[src/rtl/cpu_pkg.sv]
// Shared opcode, FSM-state and flag definitions for the 8-bit CPU control path.
// Imported by the controller, its decoder, the ALU and the bench.
package cpu_pkg;

  localparam logic [3:0] OP_NOP = 4'h0;
  localparam logic [3:0] OP_ADD = 4'h1;
  localparam logic [3:0] OP_SUB = 4'h2;
  localparam logic [3:0] OP_NOR = 4'h3;
  localparam logic [3:0] OP_LDI = 4'h4;
  localparam logic [3:0] OP_JMP = 4'h5;
  localparam logic [3:0] OP_JZ  = 4'h6;
  localparam logic [3:0] OP_JC  = 4'h7;
  localparam logic [3:0] OP_JN  = 4'h8;
  localparam logic [3:0] OP_SHL = 4'hB;
  localparam logic [3:0] OP_SHR = 4'hC;
  localparam logic [3:0] OP_HLT = 4'hF;

  localparam int FLG_Z = 2;
  localparam int FLG_C = 1;
  localparam int FLG_N = 0;

  typedef enum logic [2:0] {
    S_FETCH   = 3'd0,
    S_LOAD_IR = 3'd1,
    S_DECODE  = 3'd2,
    S_EXEC    = 3'd3,
    S_OPND    = 3'd4,
    S_WB      = 3'd5,
    S_HALT    = 3'd6
  } state_t;

  // Which status flag a conditional jump tests; COND_NONE for everything else.
  typedef enum logic [1:0] {
    COND_NONE = 2'd0,
    COND_Z    = 2'd1,
    COND_C    = 2'd2,
    COND_N    = 2'd3
  } cond_t;

  function automatic logic is_alu_op(input logic [3:0] op);
    return (op == OP_ADD) || (op == OP_SUB) || (op == OP_NOR) ||
           (op == OP_SHL) || (op == OP_SHR);
  endfunction

endpackage

[src/rtl/cpu_decode.sv]
// Combinational opcode classifier: splits an opcode into the dispatch classes
// the controller FSM branches on. Undefined opcodes leave every class low.
module cpu_decode
  import cpu_pkg::*;
(
  input  logic [3:0] i_opcode,
  output logic       o_is_alu,
  output logic       o_is_opnd,
  output logic       o_is_ldi,
  output logic       o_is_jmp,
  output logic [1:0] o_cond_sel,
  output logic       o_is_hlt
);

  always_comb begin
    o_is_alu   = is_alu_op(i_opcode);
    o_is_opnd  = 1'b0;
    o_is_ldi   = 1'b0;
    o_is_jmp   = 1'b0;
    o_cond_sel = COND_NONE;
    o_is_hlt   = 1'b0;
    case (i_opcode)
      OP_LDI: begin
        o_is_opnd = 1'b1;
        o_is_ldi  = 1'b1;
      end
      OP_JMP: begin
        o_is_opnd = 1'b1;
        o_is_jmp  = 1'b1;
      end
      OP_JZ: begin
        o_is_opnd  = 1'b1;
        o_cond_sel = COND_Z;
      end
      OP_JC: begin
        o_is_opnd  = 1'b1;
        o_cond_sel = COND_C;
      end
      OP_JN: begin
        o_is_opnd  = 1'b1;
        o_cond_sel = COND_N;
      end
      OP_HLT: o_is_hlt = 1'b1;
      default: ;
    endcase
  end

endmodule

[src/rtl/cpu_ctrl.sv]
// Multicycle fetch/decode/execute controller driving the 8-bit ALU and 4x8 register file.
// ALU op 4 cycles, NOP 3, jump 4, LDI 5; HLT parks the FSM until reset.
module cpu_ctrl
  import cpu_pkg::*;
#(
  parameter int              PC_W     = 8,
  parameter logic [PC_W-1:0] RESET_PC = '0
) (
  input  logic            clk,
  input  logic            rst,
  output logic [PC_W-1:0] mem_addr,
  input  logic [7:0]      mem_rdata,
  output logic [3:0]      aluOp,
  input  logic            alu_Z,
  input  logic            alu_C,
  input  logic            alu_N,
  output logic [1:0]      rf_ra,
  output logic [1:0]      rf_rb,
  output logic [1:0]      rf_wa,
  output logic            rf_we,
  output logic            rf_wsel,
  output logic [7:0]      imm,
  output logic [PC_W-1:0] pc,
  output logic [2:0]      flags,
  output logic            halted
);

  state_t          r_state;
  logic [PC_W-1:0] r_pc;
  logic [7:0]      r_ir;
  logic [7:0]      r_imm;
  logic [2:0]      r_flags;
  logic [3:0]      r_alu_op;
  logic [1:0]      r_rf_ra;
  logic [1:0]      r_rf_rb;
  logic [1:0]      r_rf_wa;
  logic            r_rf_we;
  logic            r_rf_wsel;
  logic            r_halted;

  logic [3:0]      w_opcode;
  logic [1:0]      w_rd;
  logic [1:0]      w_rs;
  logic            w_is_alu;
  logic            w_is_opnd;
  logic            w_is_ldi;
  logic            w_is_jmp;
  logic [1:0]      w_cond_sel;
  logic            w_is_hlt;
  logic            w_taken;
  logic [PC_W-1:0] w_pc_inc;
  logic [PC_W-1:0] w_target;

  assign w_opcode = r_ir[7:4];
  assign w_rd     = r_ir[3:2];
  assign w_rs     = r_ir[1:0];
  assign w_pc_inc = r_pc + PC_W'(1);
  assign w_target = PC_W'(mem_rdata);

  cpu_decode u_decode (
    .i_opcode   (w_opcode),
    .o_is_alu   (w_is_alu),
    .o_is_opnd  (w_is_opnd),
    .o_is_ldi   (w_is_ldi),
    .o_is_jmp   (w_is_jmp),
    .o_cond_sel (w_cond_sel),
    .o_is_hlt   (w_is_hlt)
  );

  // Conditional jumps look at the stored flags, i.e. the last ALU result.
  always_comb begin
    w_taken = w_is_jmp;
    case (w_cond_sel)
      COND_Z:  w_taken = r_flags[FLG_Z];
      COND_C:  w_taken = r_flags[FLG_C];
      COND_N:  w_taken = r_flags[FLG_N];
      default: ;
    endcase
  end

  always_ff @(posedge clk) begin
    if (rst) begin
      r_state   <= S_FETCH;
      r_pc      <= RESET_PC;
      r_ir      <= '0;
      r_imm     <= '0;
      r_flags   <= '0;
      r_alu_op  <= OP_NOP;
      r_rf_ra   <= '0;
      r_rf_rb   <= '0;
      r_rf_wa   <= '0;
      r_rf_we   <= 1'b0;
      r_rf_wsel <= 1'b0;
      r_halted  <= 1'b0;
    end else begin
      // Strobes are registered: they are set on the edge that enters EXEC/WB
      // and cleared on every other edge, so each lasts exactly one state.
      r_alu_op  <= OP_NOP;
      r_rf_we   <= 1'b0;
      r_rf_wsel <= 1'b0;
      case (r_state)
        S_FETCH: r_state <= S_LOAD_IR;
        S_LOAD_IR: begin
          r_ir    <= mem_rdata;
          r_pc    <= w_pc_inc;
          r_state <= S_DECODE;
        end
        S_DECODE: begin
          if (w_is_alu) begin
            r_alu_op <= w_opcode;
            r_rf_ra  <= w_rd;
            r_rf_rb  <= w_rs;
            r_rf_wa  <= w_rd;
            r_rf_we  <= 1'b1;
            r_state  <= S_EXEC;
          end else if (w_is_opnd) begin
            r_state <= S_OPND;
          end else if (w_is_hlt) begin
            r_halted <= 1'b1;
            r_state  <= S_HALT;
          end else begin
            r_state <= S_FETCH;
          end
        end
        S_EXEC: begin
          r_flags[FLG_Z] <= alu_Z;
          r_flags[FLG_C] <= alu_C;
          r_flags[FLG_N] <= alu_N;
          r_state        <= S_FETCH;
        end
        S_OPND: begin
          r_imm <= mem_rdata;
          r_pc  <= w_taken ? w_target : w_pc_inc;
          if (w_is_ldi) begin
            r_rf_wa   <= w_rd;
            r_rf_wsel <= 1'b1;
            r_rf_we   <= 1'b1;
            r_state   <= S_WB;
          end else begin
            r_state <= S_FETCH;
          end
        end
        S_WB:    r_state <= S_FETCH;
        S_HALT:  r_state <= S_HALT;
        default: r_state <= S_FETCH;
      endcase
    end
  end

  // Gating with rst drops a write strobe that is already on the bus when reset hits.
  assign rf_we    = r_rf_we & ~rst;
  assign mem_addr = r_pc;
  assign pc       = r_pc;
  assign aluOp    = r_alu_op;
  assign rf_ra    = r_rf_ra;
  assign rf_rb    = r_rf_rb;
  assign rf_wa    = r_rf_wa;
  assign rf_wsel  = r_rf_wsel;
  assign imm      = r_imm;
  assign flags    = r_flags;
  assign halted   = r_halted;

endmodule
[config.mk]
export PLATFORM = sky130hd
export DESIGN_NAME = cpu_ctrl
export DESIGN_NICKNAME = d
export VERILOG_FILES = /design/src/rtl/cpu_pkg.sv /design/src/rtl/cpu_decode.sv /design/src/rtl/cpu_ctrl.sv
export SDC_FILE = /design/constraint.sdc
export NUM_CORES = 1
export LEC_CHECK = 0
export CAP_MARGIN = 20
export CORE_UTILIZATION = 48
export CTS_CLUSTER_DIAMETER = 60
export DETAILED_ROUTE_END_ITERATION = 12
export PLACE_DENSITY = 0.8
export RECOVER_POWER = 25
export SLEW_MARGIN = 40
export SYNTH_ARGS = -nofsm -noshare
export SYNTH_HDL_FRONTEND = slang
export SYNTH_SLANG_ARGS = --single-unit
[constraint.sdc]
create_clock -name clk -period 1.8 [get_ports clk]
set_input_delay 0.27 -clock clk [delete_from_list [all_inputs] [get_ports clk]]
set_output_delay 0.27 -clock clk [all_outputs]
set_load 0.05 [all_outputs]
==> parameters.txt <==
Parameter                              Value

Hold path
  Start point of the worst hold path    r_ir[2]
  Number of cells traversed by the worst hold path    2
  Class of the tightest hold or removal check    flop to flop

Setup path
  Worst setup EP type    primary output
  Combined buffer and inverter count along the critical path    1
  Type of the worst setup path    flop to primary output
  Critical-path top delay cell    clkdlybuf4s50_1
  Endpoint arrival time on the critical path    1.47 ns
  Number of cell instances on the worst register-to-register path    6
  Beginning of the critical path    imm[5]
  CP top delay family    buffers and inverters
  Depth of the critical timing path with buffers and inverters included    1
  Startpoint types    flop
  CP required    1.53 ns
  Critical path cell sequence    clkdlybuf4s50_1
  Delay contributed by the slowest stage of the critical path    0.82 ns
  Launching point of the worst reg2reg path    r_ir[4]
  Top fanout value on the critical path    2

Final layout
  Fraction of layout cells with a size suffix above 1    0.1389
  Area of combinational cells with multiple inputs    about 1000 sq um
  Fin util    0.6469
  Area grow syn2layout    28.40%
  Post-route cell area    2625 sq um
  Final-layout fill cell count    353
  Number of nets in the finished design    301
  Inserted Diodes    0
  Seq. cell area    864.6 sq um

Clocking
  Count of H-tree levels built during CTS    2
  Num Clock Sinks    43
  Clock root buffer    clkbuf_8
  Maximum number of buffers from clock root to sink    2
  Clock tree from TritonCTS    yes
  Register clock-pin slew on the reported worst setup and hold paths    about 0.080 ns
  Number of buffers inserted during clock tree synthesis    5
  Worst skew pair latency    0.30 ns

Die
  Initial core utilization    0.5039
  Die X-Extent    67.27 microns
  Core box area    4058 sq um
  Die Outline Area    4525 sq um
  Count of standard-cell rows    23
  I/O pin cnt    between 50 and 60
  Height of the die    67.27 microns

STA
  Final setup violation count    0
  Final worst-path cycle share    0.9659
  Setup tns final    0 ns
  Clock tree skew after final layout    0.003315 ns
  Hold slack final    between 0.4 and 0.5 ns
  Worst-margin pin slew    0.5962 ns
  Fmax    575.2 MHz
  Relative slew margins    0.6043
  Final Hold Violating Endpoints    0
  Final Max Slew Viols    0
  Final critical delay including setup and external delays    1.739 ns
  Unrepaired setup endpoints after global routing    no

Logic synthesis
  Cell type with the highest aggregate area in the netlist    dfxtp_1
  Sequential cell area fraction in the yosys report    0.4211
  Cell with the most instances after synthesis    dfxtp_1
  Cell area after synthesis    2044 sq um
  Average instance area after synthesis    8.626 sq um
  Top post-synthesis cells by area    dfxtp_1, nand2_1, a21oi_1
  Mapped Nets    ~250
  Top cell type's share of synthesized area    0.4211
  Number of flip-flops and latches in the synthesized netlist    between 40 and 50
  Unique cell type count in the Yosys netlist    50
  Most numerous cell types in the synthesized netlist    dfxtp_1, nand2_1, a21oi_1
  Share of synthesized flip-flops with an asynchronous set or reset    0
  Commonest register cell after synthesis    dfxtp_1
  Number of enable-type register cells in the synthesized netlist    0
  Number of instances in the synthesized netlist    approximately 240
  Warning count from the yosys run    0

Pwr
  Total power of the final layout    2.211 mW
  Sw Ratio    0.2516
  Static leakage power    0.9565 nW
  Peak supply drop    0.8058 mV
  Clock network fraction of total power    0.397
  Power per unit of standard cell area    842.4 nW/um^2
  Fraction of power consumed by sequential logic    0.464
  Fraction of power consumed by combinational cells    0.139
  Total net switching power    0.5564 mW
  Cell-internal power    1.655 mW

Place
  Quantity of I/O buffers inserted on ports    52
  Final RePlAce weighted congestion    approximately 0.85
  Estimated wirelength of the detail-placed design    about 3400 microns
  Area after detailed placement    2536 sq um

Drt
  Number of vias per cell after detailed routing    between 5 and 6
  DRC Markers    0
  Detailed Route WL    between 4000 and 5000 microns
  Initial drt markers    125
  Number of nets still failing antenna checks after routing    0
  Total via count in the routed design    1810
  Number of iterations in the first detailed-routing pass    4
  Per-cell routed wire length    13.79 microns

Global route
  Total routing usage reported by global routing    0.2274
  Sum of overflow across all layers after global routing    0
  Global-route track usage on met3    0.04561
  Antenna violations before repair    0
  Met1 capacity usage during global routing    0.2827
  Most utilized layer in the global route result    met2
  Largest net degree at the start of global routing    24
  First-pass GRT wire length    7534 microns
  Met2 GRT Util    0.3738
  Number of global-route vias before repair    1579

Job
  Max-cap violations    0

Run status
  Status    completed
-- path summary, 6_finish.rpt --
| kind | to | slack (ns) |
|---|---|---|
| min reg2reg | r_ir[2] | 0.46 |
| max reg2reg | mem_addr[7] | 0.12 |
| max | imm[5] | 0.06 |
| min | r_ir[2] | 0.46 |
-- cell usage in the layout, fill, tap and decap left out, types with 4 or more instances in the layout --
| master | instances |
|---|---|
| and2_1 | 4 |
| clkbuf_8 | 5 |
| nand2_1 | 42 |
| mux2i_1 | 9 |
| clkdlybuf4s50_1 | 34 |
| o22ai_1 | 4 |
| nand2b_1 | 5 |
| nand3_1 | 4 |
| buf_4 | 14 |
| a21oi_1 | 23 |
| nor2_1 | 14 |
| o21ai_0 | 7 |
| dfxtp_1 | 40 |
| clkbuf_1 | 16 |
-- metrics by stage --
stage / setup slack, ns / cells
4_1_cts: 0.04831 / 337
5_1_grt: 0.002482 / 338
6_report: 0.06139 / 338
3_3_place_gp: 0.1760 / 329
2_1_floorplan: 0.1159 / 237
3_5_place_dp: 0.1289 / 329
-- registers in the layout, indices dropped and copies added, names as in the netlist, 2 cells and up --
| register | flops |
|---|---|
| rf_ra | 2 |
| flags | 3 |
| r_state | 3 |
| rf_wa | 2 |
| rf_rb | 2 |
| mem_addr | 8 |
| aluOp | 4 |
| r_ir | 8 |
| imm | 8 |
-- per-layer routing --
layer / wire [microns] / share of wire
met1: 2078 / 0.45
met2: 2270 / 0.49
met3: 211 / 0.045
met4: 99 / 0.021
met5: 0 / 0
-- power groups by stage --
stage	combinational (mW)	sequential [mW]	clock (mW)
finish	0.307	1.03	0.878
global route	0.334	1.03	0.921
CTS	0.318	1.02	0.896
detailed placement	0.316	1.05	0
global placement	0.315	1.05	0
floorplan	0.213	1.06	0
-- layout make-up --
class	count	share of cell area
Clock buffer	6	0.02765
Inverter	3	0.004290
Tap cell	50	0.02383
Multi-Input combinational cell	169	0.3856
Timing Repair Buffer	65	0.2064
Clock inverter	2	0.02288
Sequential cell	43	0.3294
-- worst reg2reg max path, cell delays in order (launching register included) --
cell and delay (ns):
dfxtp_1 0.40, and3b_1 0.27, a21oi_2 0.06, o31ai_4 0.42
buf_4 0.19, nand3_1 0.07, a31oi_1 0.19
-- cell families after synthesis --
| kind of cell | after synthesis | synth area share |
|---|---|---|
| AND/OR/NAND/NOR | 102 | 0.2619 |
| AO/OA/AOI/OAI | 51 | 0.1554 |
| flip-flops | 43 | 0.4211 |
| buffers and inverters | 25 | 0.08567 |
| multiplexers | 9 | 0.04407 |
| XOR/XNOR | 6 | 0.02571 |
| adder cells (fa/ha/maj) | 1 | 0.006119 |
-- repair_timing --
| item | CTS | global route |
|---|---|---|
| resized for setup | 0 | 2 |
| hold buffers | 0 | 0 |
| setup buffers | 0 | 1 |
| endpoints found under the setup margin | 0 | 2 |
Power figures use the tool's default switching activity.
